===== src/rtl/frame_deserializer.sv =====
// frame_deserializer
// Receive-side byte aligner and framer for the 2-bit-per-clock LVDS stream.
// Hunts for SYNC_BYTE at pair granularity, locks byte alignment, checks the
// HEADER (channel 0..2), and emits PAYLOAD_LEN payload bytes tagged with
// sof/eof. Alignment is kept across frames until MISS_LIMIT consecutive sync
// slots are missed.
// Optional feature macro: FRAME_CHECK_EN adds a trailing XOR check byte per
// frame and drives chk_err; without it chk_err is tied to 0.
module frame_deserializer #(
  parameter logic [7:0]  SYNC_BYTE   = 8'hA5,
  parameter int unsigned PAYLOAD_LEN = 4,
  parameter int unsigned MISS_LIMIT  = 3
) (
  input  logic       clk,
  input  logic       arst,
  input  logic [1:0] input_data,
  output logic [7:0] output_data,
  output logic       output_valid,
  output logic [1:0] channel,
  output logic       sof,
  output logic       eof,
  output logic       locked,
  output logic       hdr_err,
  output logic       chk_err
);

  typedef enum logic [2:0] {
    ST_HUNT        = 3'd0,
    ST_HEADER      = 3'd1,
    ST_PAYLOAD     = 3'd2,
`ifdef FRAME_CHECK_EN
    ST_CHECK       = 3'd3,
`endif
    ST_EXPECT_SYNC = 3'd4
  } state_t;

  state_t     state_q, state_d;

  // Only the six most recent bits are ever read: the byte being completed on
  // this edge is always next_byte, which includes the incoming pair.
  logic [5:0] sr;
  logic [7:0] next_byte;
  logic [1:0] pair_cnt;
  logic [7:0] byte_cnt;
  logic [3:0] miss_cnt;

  logic byte_done, sync_hit, hdr_ok, last_payload, miss_hit;
  logic lock_set, lock_clr, hdr_good, hdr_bad, emit_byte, miss_inc, miss_clr;

`ifdef FRAME_CHECK_EN
  logic [7:0] chk_acc;
  logic       chk_bad;
`endif

  assign next_byte    = {sr, input_data};
  assign byte_done    = (state_q != ST_HUNT) && (pair_cnt == 2'd3);
  assign sync_hit     = (next_byte == SYNC_BYTE);
  assign hdr_ok       = (next_byte[7:2] == 6'd0) && (next_byte[1:0] != 2'd3);
  assign last_payload = (byte_cnt == 8'(PAYLOAD_LEN - 1));
  assign miss_hit     = ((miss_cnt + 4'd1) == 4'(MISS_LIMIT));

  // State register.
  // NOTE: sequential state uses non-blocking assignments so every register
  // updates from pre-edge values regardless of block ordering.
  always_ff @(posedge clk or posedge arst) begin
    if (arst) state_q <= ST_HUNT;
    else      state_q <= state_d;
  end

  // Next-state decode: HUNT searches every edge, all other states act only
  // when a locked byte completes.
  // NOTE: every always_comb output is given a default first so no path leaves
  // it unassigned, which would otherwise infer a latch.
  always_comb begin
    state_d = state_q;
    unique case (state_q)
      ST_HUNT:    if (sync_hit) state_d = ST_HEADER;
      ST_HEADER:  if (byte_done) state_d = hdr_ok ? ST_PAYLOAD : ST_EXPECT_SYNC;
      ST_PAYLOAD: begin
        if (byte_done && last_payload) begin
`ifdef FRAME_CHECK_EN
          state_d = ST_CHECK;
`else
          state_d = ST_EXPECT_SYNC;
`endif
        end
      end
`ifdef FRAME_CHECK_EN
      ST_CHECK:   if (byte_done) state_d = ST_EXPECT_SYNC;
`endif
      ST_EXPECT_SYNC: begin
        if (byte_done) begin
          if (sync_hit)      state_d = ST_HEADER;
          else if (miss_hit) state_d = ST_HUNT;
        end
      end
      default:    state_d = ST_HUNT;
    endcase
  end

  // Output decode: per-edge strobes consumed by the datapath registers.
  always_comb begin
    lock_set  = 1'b0;
    lock_clr  = 1'b0;
    hdr_good  = 1'b0;
    hdr_bad   = 1'b0;
    emit_byte = 1'b0;
    miss_inc  = 1'b0;
    miss_clr  = 1'b0;
`ifdef FRAME_CHECK_EN
    chk_bad   = 1'b0;
`endif
    unique case (state_q)
      ST_HUNT:    lock_set = sync_hit;
      ST_HEADER: begin
        hdr_good = byte_done && hdr_ok;
        hdr_bad  = byte_done && !hdr_ok;
      end
      ST_PAYLOAD: emit_byte = byte_done;
`ifdef FRAME_CHECK_EN
      ST_CHECK:   chk_bad = byte_done && (next_byte != chk_acc);
`endif
      ST_EXPECT_SYNC: begin
        miss_clr = byte_done && sync_hit;
        miss_inc = byte_done && !sync_hit;
        lock_clr = byte_done && !sync_hit && miss_hit;
      end
      default: ;
    endcase
  end

  // Datapath: shift register, counters and registered outputs.
  always_ff @(posedge clk or posedge arst) begin
    if (arst) begin
      sr           <= '0;
      pair_cnt     <= '0;
      byte_cnt     <= '0;
      miss_cnt     <= '0;
      output_data  <= '0;
      output_valid <= 1'b0;
      channel      <= '0;
      sof          <= 1'b0;
      eof          <= 1'b0;
      locked       <= 1'b0;
      hdr_err      <= 1'b0;
    end else begin
      sr <= next_byte[5:0];

      // Pair counter restarts on the sync edge so the header completes 4 edges later.
      if (lock_set)                pair_cnt <= '0;
      else if (state_q != ST_HUNT) pair_cnt <= pair_cnt + 2'd1;

      if (hdr_good)       byte_cnt <= '0;
      else if (emit_byte) byte_cnt <= byte_cnt + 8'd1;

      if (lock_set || miss_clr) miss_cnt <= '0;
      else if (miss_inc)        miss_cnt <= miss_cnt + 4'd1;

      output_valid <= emit_byte;
      sof          <= emit_byte && (byte_cnt == 8'd0);
      eof          <= emit_byte && last_payload;
      hdr_err      <= hdr_bad;

      if (emit_byte) output_data <= next_byte;
      if (hdr_good)  channel     <= next_byte[1:0];

      if (lock_set)      locked <= 1'b1;
      else if (lock_clr) locked <= 1'b0;
    end
  end

`ifdef FRAME_CHECK_EN
  // Running XOR of the payload and the registered check-mismatch pulse.
  always_ff @(posedge clk or posedge arst) begin
    if (arst) begin
      chk_acc <= '0;
      chk_err <= 1'b0;
    end else begin
      if (hdr_good)       chk_acc <= '0;
      else if (emit_byte) chk_acc <= chk_acc ^ next_byte;
      chk_err <= chk_bad;
    end
  end
`else
  assign chk_err = 1'b0;
`endif

endmodule

===== config.mk =====
export PLATFORM = sky130hd
export DESIGN_NAME = frame_deserializer
export DESIGN_NICKNAME = d
export VERILOG_FILES = /design/src/rtl/frame_deserializer.sv
export SDC_FILE = /design/constraint.sdc
export NUM_CORES = 1
export LEC_CHECK = 0
export ABC_AREA = 1
export ABC_CLOCK_PERIOD_IN_PS = 1590
export BUFFER_PORTS_ARGS = -buffer_cell sky130_fd_sc_hd__buf_4
export CORE_MARGIN = 2
export CORE_UTILIZATION = 57
export CTS_CLUSTER_DIAMETER = 200
export DETAILED_ROUTE_END_ITERATION = 8
export GPL_ROUTABILITY_DRIVEN = 0
export HOLD_SLACK_MARGIN = 0.08
export PLACE_DENSITY = 0.78
export REMOVE_ABC_BUFFERS = 1
export SLEW_MARGIN = 40
export SYNTH_ARGS = -nofsm -noshare
export SYNTH_HDL_FRONTEND = slang
export SYNTH_SLANG_ARGS = --single-unit

===== constraint.sdc =====
create_clock -name clk -period 1.59 [get_ports clk]
set_input_delay 0.0795 -clock clk [delete_from_list [all_inputs] [get_ports clk]]
set_output_delay 0.0795 -clock clk [all_outputs]
set_load 0.01 [all_outputs]

==> flow_summary.yaml, run 1 <==
floorplanning:
  die_area_sq_um: 3650
  pin_count: 20
  start_util: 0.598
  dieHeight_um: 60.4
  die_w_um: 60.4
  core_sq_um: 3030
  num_rows: 20
timing:
  fin_crit_sh: 0.920
  skew_ns: 0.00728
  setup_viol: 0
  min_period_ns: 1.46
  maxSlewViolCount: 0
  rsz0062_at_grt: "true"
  hold_violations: 0
  fmax_mhz: 684
global_route:
  track_usage: 0.222
  grt_first_pass_wirelength_um: 5800
  grt_overflow: 0
  grt_max_degree: 39
  antenna_found_initial: 0
  grt_pass1_vias: 1297
critical_path:
  crit_start: "pair_cnt[0]"
  reg2reg_slack_ns: 0.13
  worstPathRequired_ns: 1.85
  cp.depth: 5
  start_kind: "flop"
  critPathMaxFanout: 11
  crit_end: "byte_cnt[3]"
  r2r_end: "byte_cnt[3]"
  max_stage_delay_ns: 0.39
  path_cells: "ha_2 -> nand4_4 -> inv_2 -> a21oi_1 -> nor3_1"
  arrival_ns: 1.72
  path_class: "reg -> reg"
  crit_buf_inv: 1
  reg2reg_depth: 5
  reg2reg_from: "pair_cnt[0]"
  critPathTopFamily: "simple AND/OR/NAND/NOR gates"
  end_kind: "flop"
  crit_path_top_delay_cell: "dfrtp_1"
clock_tree:
  cts_setup_buffers: 0
  clkTransAtPathRegs_ns: 0.11
  cts.path.max_buffers: 2
  clock-root-buffer: "clkbuf_4"
  cts_tree: "done"
  insertion_delay_ns: 0.34
  cts_buffers: 5
  cts.sinks: 38
  htreeDepth: 2
placement:
  dp_cells: 282
  io_buffers: 18
  place_hpwl_um: 2510
detailed_routing:
  vias: 1490
  post_drt_via_cell_ratio: 5.09
  drt.antenna.violating_nets: 0
  drt-initial-drc-count: 49
  drt_wl_total_um: 3590
  first_pass_iters: 5
  drcViolationCount: 0
  post_drt_wl_per_cell_um: 12.3
synthesis:
  synth.most_common_cell: "nand2_1"
  yosys.area.top_type: "dfrtp_1"
  ys.flop_type: "dfrtp_1"
  yosysTopAreaCellShare: 0.525
  synth-seq-area-share: 0.525
  synth.area.top_cells: "dfrtp_1 (52%), nand2_1 (14%), inv_1 (6.0%)"
  ys_types: 28
  ys_async_sr_fraction: 1.00
  avgSynthCellArea_sq_um: 8.27
  syn_inst: 219
  synth_area_sq_um: 1810
  synth-edff-count: 0
  synth_common_cells: "nand2_1 (67), dfrtp_1 (38), inv_1 (29), nand3_1 (18), nor2_1 (18)"
  yosysWarningCount: 0
  ys_ff_latch: 38
layout:
  diodes: 0
  final_util: 0.700
  finalNetCount: 257
  area_growth_pct: 17.0
  drive_above_1_share: 0.169
  fill_cells: 254
  stdcell_count: 293
flow_run:
  maxCapViolations: 0
pwr:
  p_leak_uw: 0.00112
  vdd_drop_max_mv: 0.797
  power.density_nw_per_um2: 1190
hold_path:
  hold_class: "in -> async"
outcome:
  status: "finished, final reports clean"
-- placed cells by master, fill, tap and decap left out, drive strengths merged --
cell type    count
o21bai           1
nor3b            2
clkbuf           7
clkinv           1
dlygate4sd3      3
nor3             8
nand3           18
nand2           68
o21ai           12
buf             23
a21oi            5
xor2             1
o211ai           1
ha               5
xnor2            1
nand4            2
inv             31
o22ai            1
conb             1
dfrtp           38
nor2            20
-- worst min-delay path: cells and delay by family --
family   cells  cell delay [ns]
buf+inv      4             1.11
-- metrics by stage --
step | power, uW | setup slack, ns | setup TNS [ns] | instance area [sq um] | hold WS [ns]
final | 2510 | 0.128 | 0 | 2120 | 0.391
after CTS | 2490 | 0.0549 | 0 | 2100 | 0.391
after floorplan | 1750 | 0.00514 | 0 | 1780 | 0.111
after detailed placement | 1960 | 0.0812 | 0 | 2010 | 0.219
after global placement | 1930 | 0.0792 | 0 | 2010 | 0.218
after global routing | 2700 | -0.00565 | -0.00565 | 2120 | 0.401
-- worst min path at each step --
stage	start	endpoint	slack, ns	cells past startpoint
final	arst	output_data[2]	0.39	4
after global routing	input_data[0]	sr[0]	0.40	2
after CTS	arst	locked	0.39	4
after detailed placement	arst	sr[1]	0.22	3
after global placement	arst	output_data[1]	0.22	3
after floorplan	input_data[0]	sr[0]	0.11	0
-- area by class of cell --
type / instances / area (sq um) / area share
clock buffer: 7 / 55.1 / 0.0260
timing repair buffer: 26 / 203 / 0.0956
multi-input combinational: 146 / 733 / 0.346
inverter: 31 / 116 / 0.0549
sequential: 38 / 952 / 0.449
clock inverter: 1 / 5.00 / 0.00236
tap: 44 / 55.1 / 0.0260
-- per-layer routing --
metal | share of wire | wire length, um | vias up | global-route usage
met3 | 0.038 | 135 | 11 | 0.0448
met1 | 0.48 | 1710 | 695 | 0.304
li1 | - | - | 745 | -
met4 | 0.024 | 87 | 0 | 0.121
met2 | 0.46 | 1660 | 39 | 0.335
met5 | 0 | 0 | - | 0
-- logic make-up (layout without fill, tap and decap cells) --
family | Yosys count | after routing | share of synthesized area
flops | 38 | 38 | 0.525
buf+inv | 35 | 65 | 0.0815
simple gates | 118 | 118 | 0.289
fa+ha+maj | 5 | 5 | 0.0345
xor+xnor | 2 | 2 | 0.00967
other cells | 1 | 1 | 0.00207
compound gates | 20 | 20 | 0.0587
-- state kept, by name, summed over array words and instances, names as in the netlist --
name,cells
byte_cnt,8
channel,2
eof,1
output_valid,1
miss_cnt,4
hdr_err,1
pair_cnt,2
state_q,3
sof,1
output_data,8
sr,6
locked,1
-- what timing repair did --
action	in CTS	in global routing
hold buffers	3	0
hold endpoints to repair	44	0
gates resized for setup	0	5
endpoints found under the setup margin	0	11
-- report_power, final --
group / internal, uW / switching, uW
Combinational: 280 / 476
Clock: 214 / 311
Sequential: 1110 / 120
Power figures use the tool's default switching activity.
==> inputs of run 2 (changes only) <==
--- a/config.mk
+++ b/config.mk
@@ -8,11 +8,14 @@
 export ABC_AREA = 1
 export ABC_CLOCK_PERIOD_IN_PS = 1590
 export BUFFER_PORTS_ARGS = -buffer_cell sky130_fd_sc_hd__buf_4
+export CELL_PAD_IN_SITES_DETAIL_PLACEMENT = 0
+export CELL_PAD_IN_SITES_GLOBAL_PLACEMENT = 1
 export CORE_MARGIN = 2
-export CORE_UTILIZATION = 57
+export CORE_UTILIZATION = 43
 export CTS_CLUSTER_DIAMETER = 200
 export DETAILED_ROUTE_END_ITERATION = 8
 export GPL_ROUTABILITY_DRIVEN = 0
+export GPL_TIMING_DRIVEN = 0
 export HOLD_SLACK_MARGIN = 0.08
 export PLACE_DENSITY = 0.78
 export REMOVE_ABC_BUFFERS = 1
==> flow_summary.yaml, run 2 (synthesized netlist as in run 1, its figures left out) <==
outcome:
  status: "finished, final reports clean"
global_route:
  grt_first_pass_wirelength_um: 6330
  antenna_found_initial: 0
  grt_util_met2: 0.278
  track_usage: 0.188
  grt_overflow: 0
  grt_max_degree: 25
  met1_usage: 0.261
  grt.busiest_layer: "met2"
  grt_pass1_vias: 1358
  use_met3: 0.0584
floorplanning:
  pin_count: 20
  die_w_um: 68.9
  start_util: 0.450
  die_area_sq_um: 4750
  core_sq_um: 4030
  num_rows: 23
  dieHeight_um: 68.9
clock_tree:
  cts_tree: "done"
  cts.path.max_buffers: 2
  cts.sinks: 38
  clock-root-buffer: "clkbuf_8"
  clkTransAtPathRegs_ns: 0.08
  cts_buffers: 5
  insertion_delay_ns: 0.29
  htreeDepth: 2
timing:
  fmax_mhz: 682
  setup_viol: 0
  hold_violations: 0
  min_period_ns: 1.47
  fin_crit_sh: 0.922
  maxSlewViolCount: 0
  skew_ns: 0.00644
  fin_setup_tns_ns: 0
critical_path:
  reg2reg_from: "pair_cnt[0]"
  arrival_ns: 1.65
  worstPathRequired_ns: 1.77
  reg2reg_depth: 6
  crit_end: "byte_cnt[5]"
  cp.depth: 6
  critPathMaxFanout: 8
  reg2reg_slack_ns: 0.12
  path_class: "reg -> reg"
  crit_path_top_delay_cell: "dfrtp_1"
  r2r_end: "byte_cnt[5]"
  start_kind: "flop"
  max_stage_delay_ns: 0.42
  critPathTopFamily: "simple AND/OR/NAND/NOR gates"
  path_cells: "ha_4 -> nand4_4 -> nor3b_2 -> nand3_1 -> nand2_1 -> a21oi_1"
  end_kind: "flop"
  crit_start: "pair_cnt[0]"
  crit_buf_inv: 0
layout:
  drive_above_1_share: 0.200
  reg.largest.list: "byte_cnt x8, output_data x8, sr x6"
  area_growth_pct: 23.1
  mostFrequentLayoutCells: "nand2_1 (66), dfrtp_1 (36), inv_1 (28)"
  finalNetCount: 258
  final_common_cell: "nand2_1"
  stdcell_area_sq_um: 2230
  diodes: 0
  stdcell_count: 300
hold_path:
  hold_class: "in -> async"
detailed_routing:
  post_drt_wl_per_cell_um: 12.5
  drt-initial-drc-count: 98
  vias: 1485
  drt.antenna.violating_nets: 0
  post_drt_via_cell_ratio: 4.95
  drcViolationCount: 0
  first_pass_iters: 4
  drt_wl_total_um: 3760
pwr:
  vdd_drop_max_mv: 0.721
  p_leak_uw: 0.00115
  power.density_nw_per_um2: 1290
flow_run:
  maxCapViolations: 0
placement:
  place_hpwl_um: 2530
  place_area_sq_um: 2010
  dp_cells: 284
  io_buffers: 18
## run 2: stage by stage
stage | total power (uW) | worst slack, ns | util | hold WS [ns]
after global placement | 1930 | -0.425 | 0.491 | 0.221
after global routing | 3100 | -0.000482 | 0.554 | 0.338
after CTS | 2820 | 0.000199 | 0.539 | 0.312
after detailed placement | 1940 | -0.416 | 0.498 | 0.0835
final | 2880 | 0.123 | 0.554 | 0.314
after floorplan | 1750 | 0.00514 | - | 0.111
## run 2: per-layer routing
layer	wire [um]	part of all wire
met4	60	0.016
met3	153	0.041
met5	0	0
met1	1890	0.50
met2	1650	0.44
## run 2: layout make-up
| type | instances | area [sq um] |
|---|---|---|
| fillers | 395 | 1800 |
| flip-flops and latches | 38 | 953 |
| multi-input cells | 147 | 764 |
| repair buffers | 26 | 223 |
| inverters | 31 | 119 |
| clock buffers | 5 | 68.8 |
| well taps | 50 | 62.6 |
| clock inverters | 3 | 40.0 |
## run 2: worst register-to-register path, delay by kind of cell (launching register included)
family,cells,cell delay [ns]
and+or+nand+nor,4,0.67
AOI/OAI and AO/OA,1,0.04
adders and majority gates,1,0.22
DFF,1,0.42
## run 2: how the worst min path moves through the flow
stage | start | end
after global routing | arst | pair_cnt[1]
after CTS | arst | pair_cnt[1]
after global placement | input_data[1] | sr[1]
final | arst | pair_cnt[1]
after detailed placement | arst | miss_cnt[3]
after floorplan | input_data[0] | sr[0]
## run 2: repair_timing
| action | 4_1_cts | 5_1_grt |
|---|---|---|
| pin swaps | 1 | 0 |
| hold buffers | 3 | 0 |
| cloned | 1 | 0 |
| resized for setup | 3 | 8 |
| endpoints found under the setup margin | 18 | 10 |
| buffers inserted | 0 | 4 |
| endpoints found under the hold margin | 44 | 0 |
## run 2: power by group
part	internal [uW]	total (uW)	switching [uW]
registers	1110	1240	125
clock network	462	813	351
logic	321	832	511
